===== config.mk =====
export PLATFORM = sky130hd
export DESIGN_NAME = obuf_mem_rd_stream
export DESIGN_NICKNAME = d
export VERILOG_FILES = /design/src/rtl/obuf_mem_rd_stream.sv
export SDC_FILE = /design/constraint.sdc
export NUM_CORES = 1
export LEC_CHECK = 0
export ABC_CLOCK_PERIOD_IN_PS = 9380
export CORE_UTILIZATION = 30
export CTS_BUF_LIST = sky130_fd_sc_hd__clkbuf_2 sky130_fd_sc_hd__clkbuf_4 sky130_fd_sc_hd__clkbuf_8
export DETAILED_ROUTE_END_ITERATION = 10
export PLACE_DENSITY = 0.48
export SLEW_MARGIN = 5
export SYNTH_ARGS = -nofsm -noshare
export SYNTH_HDL_FRONTEND = slang
export SYNTH_SLANG_ARGS = --single-unit

===== constraint.sdc =====
create_clock -name clk -period 9.38 [get_ports clk]
set_input_delay 0.938 -clock clk [delete_from_list [all_inputs] [get_ports clk]]
set_output_delay 0.938 -clock clk [all_outputs]
set_load 0.03 [all_outputs]

===== src/rtl/obuf_mem_rd_stream.sv =====
// -----------------------------------------------------------------------------
// obuf_mem_rd_stream
//
// Drains the output buffer toward DDR. A command {base address, word count} is
// accepted in IDLE. The block then issues reads on the obuf memory-side read
// port and returns the words, in address order, on a valid/ready stream. A
// small skid FIFO absorbs the fixed memory read latency. Reads are only issued
// while the FIFO plus the reads still in flight have room, so the FIFO can
// never overflow even when the consumer stalls.
//
// Optional feature (macro OBUF_RD_STALL_CNT_EN):
//   Adds output stall_cycles[31:0]. It counts cycles with rd_valid & !rd_ready
//   while a command is active. It clears on command accept, saturates at
//   all-ones and holds its value after done.
//
// Ports:
//   clk, reset        single clock, synchronous active-high reset
//   cmd_valid/ready   command handshake (ready only in IDLE)
//   cmd_base_addr     first obuf word address
//   cmd_num_words     number of words to read (0 allowed)
//   mem_read_req      obuf read strobe
//   mem_read_addr     obuf read address (wraps modulo 2^ADDR_W)
//   mem_read_data     obuf read data, valid RD_LATENCY cycles after req
//   rd_valid/ready    output stream handshake
//   rd_data, rd_last  stream payload, last marks word num_words-1
//   busy              command active (ISSUE or DRAIN)
//   done              1-cycle completion pulse
//   stall_cycles      (optional) stall counter
// -----------------------------------------------------------------------------
module obuf_mem_rd_stream #(
   parameter int ADDR_W     = 15,
   parameter int DATA_W     = 256,
   parameter int CNT_W      = 16,
   parameter int RD_LATENCY = 1,
   parameter int FIFO_DEPTH = 4
) (
   input  logic              clk,
   input  logic              reset,
   input  logic              cmd_valid,
   output logic              cmd_ready,
   input  logic [ADDR_W-1:0] cmd_base_addr,
   input  logic [CNT_W-1:0]  cmd_num_words,
   output logic              mem_read_req,
   output logic [ADDR_W-1:0] mem_read_addr,
   input  logic [DATA_W-1:0] mem_read_data,
   output logic              rd_valid,
   input  logic              rd_ready,
   output logic [DATA_W-1:0] rd_data,
   output logic              rd_last,
   output logic              busy,
   output logic              done
`ifdef OBUF_RD_STALL_CNT_EN
   ,
   output logic [31:0]       stall_cycles
`endif
);

   localparam int PTR_W  = (FIFO_DEPTH > 1) ? $clog2(FIFO_DEPTH) : 1;
   localparam int FCNT_W = $clog2(FIFO_DEPTH + 1);
   localparam int CR_W   = $clog2(FIFO_DEPTH + RD_LATENCY + 1);

   typedef enum logic [1:0] {IDLE, ISSUE, DRAIN, DONE} state_t;

   state_t              state_reg, state_next;
   logic [ADDR_W-1:0]   addr_reg;
   logic [CNT_W-1:0]    num_words_reg;
   logic [CNT_W-1:0]    issued_reg;
   logic [CNT_W-1:0]    delivered_reg;
   logic [CNT_W-1:0]    last_idx;
   logic [RD_LATENCY-1:0] pipe_reg, pipe_next;
   logic [DATA_W-1:0]   fifo_mem [FIFO_DEPTH];
   logic [PTR_W-1:0]    wr_ptr_reg, rd_ptr_reg;
   logic [FCNT_W-1:0]   fifo_count_reg;
   logic [CR_W-1:0]     inflight, credit_used;
   logic                cmd_accept, fifo_wr, fifo_rd, fifo_empty;

   // ---------------------------------------------------------------- control
   assign cmd_ready     = (state_reg == IDLE);
   assign cmd_accept    = cmd_valid && cmd_ready;
   assign busy          = (state_reg == ISSUE) || (state_reg == DRAIN);
   assign done          = (state_reg == DONE);
   assign last_idx      = num_words_reg - {{(CNT_W-1){1'b0}}, 1'b1};
   assign mem_read_addr = addr_reg;

   // Reads in flight: one bit per outstanding request, shifted toward the
   // cycle in which its data is on mem_read_data.
   assign pipe_next[0] = mem_read_req;
   generate
      for (genvar gi = 1; gi < RD_LATENCY; gi++) begin : g_pipe
         assign pipe_next[gi] = pipe_reg[gi-1];
      end
   endgenerate

   always_comb begin
      inflight = '0;
      for (int i = 0; i < RD_LATENCY; i++) begin
         inflight = inflight + CR_W'(pipe_reg[i]);
      end
   end

   // Credit: every in-flight read already owns a FIFO slot.
   assign credit_used  = CR_W'(fifo_count_reg) + inflight;
   assign mem_read_req = (state_reg == ISSUE) && (credit_used < CR_W'(FIFO_DEPTH));

   // ---------------------------------------------------------------- stream
   assign fifo_wr    = pipe_reg[RD_LATENCY-1];
   assign fifo_empty = (fifo_count_reg == '0);
   assign rd_valid   = !fifo_empty;
   assign fifo_rd    = rd_valid && rd_ready;
   // Forced to zero when empty so the output is clean after reset/flush.
   assign rd_data    = fifo_empty ? '0 : fifo_mem[rd_ptr_reg];
   assign rd_last    = rd_valid && (delivered_reg == last_idx);

   always_comb begin
      state_next = state_reg;
      case (state_reg)
         IDLE:  if (cmd_accept) state_next = (cmd_num_words != '0) ? ISSUE : DONE;
         ISSUE: if (mem_read_req && (issued_reg == last_idx)) state_next = DRAIN;
         DRAIN: if (fifo_rd && rd_last) state_next = DONE;
         DONE:  state_next = IDLE;
         default: state_next = IDLE;
      endcase
   end

   always_ff @(posedge clk) begin
      if (reset) begin
         state_reg      <= IDLE;
         addr_reg       <= '0;
         num_words_reg  <= '0;
         issued_reg     <= '0;
         delivered_reg  <= '0;
         pipe_reg       <= '0;
         wr_ptr_reg     <= '0;
         rd_ptr_reg     <= '0;
         fifo_count_reg <= '0;
      end else begin
         state_reg <= state_next;
         pipe_reg  <= pipe_next;
         if (cmd_accept) begin
            addr_reg      <= cmd_base_addr;
            num_words_reg <= cmd_num_words;
            issued_reg    <= '0;
            delivered_reg <= '0;
         end else begin
            if (mem_read_req) begin
               addr_reg   <= addr_reg + {{(ADDR_W-1){1'b0}}, 1'b1};
               issued_reg <= issued_reg + {{(CNT_W-1){1'b0}}, 1'b1};
            end
            if (fifo_rd) begin
               delivered_reg <= delivered_reg + {{(CNT_W-1){1'b0}}, 1'b1};
            end
         end
         if (fifo_wr) wr_ptr_reg <= wr_ptr_reg + {{(PTR_W-1){1'b0}}, 1'b1};
         if (fifo_rd) rd_ptr_reg <= rd_ptr_reg + {{(PTR_W-1){1'b0}}, 1'b1};
         case ({fifo_wr, fifo_rd})
            2'b10:   fifo_count_reg <= fifo_count_reg + {{(FCNT_W-1){1'b0}}, 1'b1};
            2'b01:   fifo_count_reg <= fifo_count_reg - {{(FCNT_W-1){1'b0}}, 1'b1};
            default: fifo_count_reg <= fifo_count_reg;
         endcase
      end
   end

   // Storage has no reset; validity is tracked by the pointers and count.
   always_ff @(posedge clk) begin
      if (fifo_wr) fifo_mem[wr_ptr_reg] <= mem_read_data;
   end

   // The credit rule makes a write into a full FIFO without a read impossible.
   always_ff @(posedge clk) begin
      if (!reset) begin
         assert (!(fifo_wr && !fifo_rd && (fifo_count_reg == FCNT_W'(FIFO_DEPTH))));
      end
   end

`ifdef OBUF_RD_STALL_CNT_EN
   logic [31:0] stall_cnt_reg;

   always_ff @(posedge clk) begin
      if (reset) begin
         stall_cnt_reg <= '0;
      end else if (cmd_accept) begin
         stall_cnt_reg <= '0;
      end else if (busy && rd_valid && !rd_ready && (stall_cnt_reg != 32'hFFFF_FFFF)) begin
         stall_cnt_reg <= stall_cnt_reg + 32'd1;
      end
   end

   assign stall_cycles = stall_cnt_reg;
`endif

endmodule


[Yosys cells after proc, flatten, opt, wreduce, memory -nomap -nowiden]
Memories as Yosys holds them, arrays and structs flattened. A register that Yosys moved wholly into a read port is not among the register bits.
Index checks and enable logic that the tools add are counted.
Word-level totals
  flip-flop bits (word level): 73
  memory bits (writable): 1024
  input port bits: 291
  word-level logic and storage cells: 58
  memories kept: 1
Cells by class
  add/sub/neg operators: 9
  magnitude comparators: 1
  eq/ne operators: 10
  multiplexer cells: 13
  reduce and logical (&&, ||, !) cells: 15
Memory list
  fifo_mem: words 4, bits a word 256, rd ports 1, clocked after memory_dff 1, wr ports 1, RTL line 71  | logic [DATA_W-1:0] fifo_mem [FIFO_DEPTH];
Operators with widths (number)
  two-way mux 256 bit: 1
  adder 16 x 1 -> 16 bit (second input constant): 2
  == test 16 bit: 2
  two-way mux 15 bit: 2
  nonzero test 16 bit: 1
  subtractor 16 x 1 -> 16 bit (second input constant): 1
  adder 15 x 1 -> 15 bit (second input constant): 1
  two-way mux 2 bit: 6
  one-hot mux 2 bit (4 select lines): 1
  == test 2 bit (second input constant): 3
  logical AND 1 bit: 6
  inequality test 2 x 1 -> 1 bit (second input constant): 3
  one-hot mux 3 bit (2 select lines): 1
  adder 2 x 1 -> 2 bit (second input constant): 2
  == test 2 x 1 -> 1 bit (second input constant): 2
  nonzero test 2 bit: 2
  adder 3 x 1 -> 3 bit: 1
  adder 3 x 1 -> 3 bit (second input constant): 1
  logical NOT 3 bit: 1
  less-than comparator 3 bit (second input constant): 1
  AND reduction 3 bit: 1
  subtractor 3 x 1 -> 3 bit (second input constant): 1
  logical NOT 2 bit: 1
  two-way mux 1 bit: 2
  other kinds (3): 3

[Depth between registers and ports, before layout]
  word-level depth: 6
  gate-level depth with buffers: 12
  gate-level depth less buffers: 11

[Least setup slack after synthesis]
OpenSTA, ideal clock, no wires.
  path kind: reg-to-reg
  start: register pipe_reg, in the netlist fifo_wr
  end: memory fifo_mem[0][0], enable pin
  setup time: 0.648 ns
  arrival time: 6.353 ns
  data required time: 8.732 ns
  slack: 2.379 ns
  cell stages (with the launch flop): 3
  buffers on the path: 1
  cells stage by stage: dfxtp_1 -> clkbuf_1 -> and2_1
On the way
  cells in the longest elaborated chain, start to end: 2
Ends and longest elaborated chain
  start: declaration: RTL line 70  | logic [RD_LATENCY-1:0] pipe_reg, pipe_next;
  start signal: assignment: RTL line 138  | pipe_reg <= pipe_next;
  two-way mux 1 bit: RTL line 165  | if (fifo_wr) fifo_mem[wr_ptr_reg] <= mem_read_data;
  two-way mux 1 bit (not written as such): RTL line 165
  end: declaration: RTL line 71
Every way passes these cells.

[Worst setup path in the final report]
  start: register num_words_reg[0]
  end: output rd_last
On the way
  cells in the longest elaborated chain, start to end: 3
Ends and longest elaborated chain
  start: declaration: RTL line 66  | logic [CNT_W-1:0] num_words_reg;
  start signal: assignment: RTL line 141  | num_words_reg <= cmd_num_words;
  subtractor 16 x 1 -> 16 bit: RTL line 82  | assign last_idx = num_words_reg - {{(CNT_W-1){1'b0}}, 1'b1};
  == test 16 bit: RTL line 112  | assign rd_last = rd_valid && (delivered_reg == last_idx);
  logical AND 1 bit: RTL line 112
  end: declaration: RTL line 49  | output logic rd_last,
Every way passes these cells.

==> metrics.cfg <==
[final_layout]
regMostFlops = fifo_mem
area_delta_synth_final_pct = 26.9
utilization_pct = 38.4
fin_nets = 3132
final_common_cell = edfxtp_1
fin_area_sq_um = 54400
drive_above_1_share_pct = 19.6
finalNonFillerCells = 4874
final_cell_mix = edfxtp_1, clkdlybuf4s50_1, and2_1
largest_reg_flops = 1024

[placement]
place_congestion = 0.795
io_buffers = 567
placed_cells = 4526
hpwl_mm = 65.2
dpl-instance-area_sq_um = 50700

[cts]
insertion_delay_ps = 890
cts_num_sinks = 1099
cts_tree = yes
cts_hold_buf = 0
cts_resized = 0
numCtsBuffers = 189
root_buffer = clkbuf_8
clock_tree.buffer_depth = 3
clk_pin_slew_ps = 60
htree_levels = 4
cts_setup_buffers = 0

[power_and_ir_drop]
pwr-share-comb_pct = 29.4
p_sw_mw = 4.47
swShare_pct = 31.5
powerDensity_nw_per_um2 = 260
clockPowerShare_pct = 29.8
p_total_mw = 14.2
pwr-share-seq_pct = 40.8
internal_power_mw = 9.70
p_leak_nw = 16.9
worst_ir_drop_vdd_v = 0.000137

[worst_setup_path]
worstSetupEndpointType = primary output
worst_ep_arrival_time_ps = 4720
rrSetupSlack_ps = 5690
worstPathMaxFanout = 12
cp.required_ps = 8440
start_kind = flop
reg2regPathDepth = 10
critPathKind = flop to primary output

[synth]
syn_avg_cell_area_sq_um = 19.7
synth_cells = 2172
synth_warnings = 0
yosysTopAreaCellShare_pct = 71.7
synth_top_cell_by_area = edfxtp_1
synthArstFlopShare_pct = 0
yosysSeqAreaShare_pct = 75.2
synth_nets = 2477
syn-cell-area_sq_um = 42900
ys_ff_latch = 1099
synthTopCellsByArea = edfxtp_1, mux4_2, and2_1
synth_edf_count = 1024
synth_cell_types = 55
ys.flop_type = edfxtp_1

[die]
placement_rows = 138
die_w_um = 380
die_area_sq_um = 144000
start_util_pct = 30.3
die_y_um = 380
ios = 568
core-area_sq_um = 142000

[grt]
grt.busiest_layer = met2
grt_pass1_vias = 24497
grt_usage_pct = 14.8
met2_usage_pct = 24.5
grt_pass1_wl_mm = 160
overflow = 0
globalRouteMet3Util_pct = 5.10
grt_max_degree = 129
met1_usage_pct = 18.1
grt_antenna_before_repair = 34

[status]
status = finished clean

[route]
vias_per_cell = 4.60
drc = 0
vias = 22432
drt-total-wl_mm = 108
final_antenna_net_count = 0
dr.pass1.iters = 5
drtIter0Drc = 1269
routedWlPerCell_um = 22.1

[timing]
setup_viol = 0
drv_slew = 0
tns_ps = 0
period_minus_slack_ps = 5660
fin_crit_sh_pct = 60.3
rsz0062_at_grt = no
fmax_mhz = 177
hold_viol = 0
slew_headroom_pct = 22.2
fin_worst_skew_ps = 61.7
tightestPinTransition_ps = 1170

[worst_hold_path]
hold_path.class = flop to flop
hold_depth = 2

[flow_run]
drv_cap = 0

[per-stage QoR]
stage,worst slack [ps],hold slack [ps]
6_report,3720,518
5_1_grt,3400,545
4_1_cts,3540,520
3_5_place_dp,4570,505
3_3_place_gp,4660,488
2_1_floorplan,2380,475
[logic make-up after synthesis]
logic type	synth area share (%)
multiplexers	13.6
buffers and inverters	1.32
AO/OA/AOI/OAI	1.27
flip-flops	75.2
AND/OR/NAND/NOR	6.52
XOR/XNOR	1.62
adder cells (fa/ha/maj)	0.426
[power groups by stage]
stage | registers, mW | logic [mW] | clock network, mW
after detailed placement | 5.88 | 4.25 | 0
after global placement | 5.86 | 4.23 | 0
after CTS | 5.78 | 4.28 | 4.40
after floorplan | 5.89 | 2.54 | 0
after global routing | 5.81 | 4.43 | 4.59
final | 5.78 | 4.17 | 4.23
[final timing paths]
check                    from             to
max          num_words_reg[0]        rd_last
max reg2reg  num_words_reg[0]   state_reg[1]
min             rd_ptr_reg[1]  rd_ptr_reg[1]
min reg2reg     rd_ptr_reg[1]  rd_ptr_reg[1]
[worst max-delay path, cell delays in order (launching register included)]
cell and delay (ps):
dfxtp_1 390, inv_1 100, ha_1 220, nor3b_2 710, nand2_1 180, xnor2_1 170
or3_1 360, or4_4 530, nor4b_1 430, clkdlybuf4s50_1 770
[cell type report]
type                            instances  area, sq um
Antenna cell                           11         27.5
Clock buffer                          258         3130
Clock inverter                         79          547
Fill cell                           13067        87200
Inverter                               19         71.3
Multi-Input combinational cell        930        10100
Sequential cell                      1099        32300
Tap cell                             1890         2360
Timing Repair Buffer                  588         5950
[cells in the mapped netlist (6+ instances only)]
| master | instances |
|---|---|
| nand3_1 | 23 |
| xnor2_1 | 36 |
| a211oi_1 | 11 |
| inv_1 | 19 |
| nand2_1 | 67 |
| or3_1 | 12 |
| nand4_1 | 11 |
| o21ai_0 | 17 |
| mux4_2 | 256 |
| buf_1 | 37 |
| a21oi_1 | 28 |
| xor2_1 | 38 |
| edfxtp_1 | 1024 |
| and2_1 | 266 |
| clkbuf_1 | 79 |
| nor2_1 | 71 |
| nor3_1 | 6 |
| dfxtp_1 | 75 |
| ha_1 | 13 |
[layer usage]
layer	vias to the layer above	wire length (um)
li1	9953	-
met1	11580	44200
met2	645	53300
met3	206	7410
met4	48	2410
met5	-	325
Power figures use the tool's default switching activity.
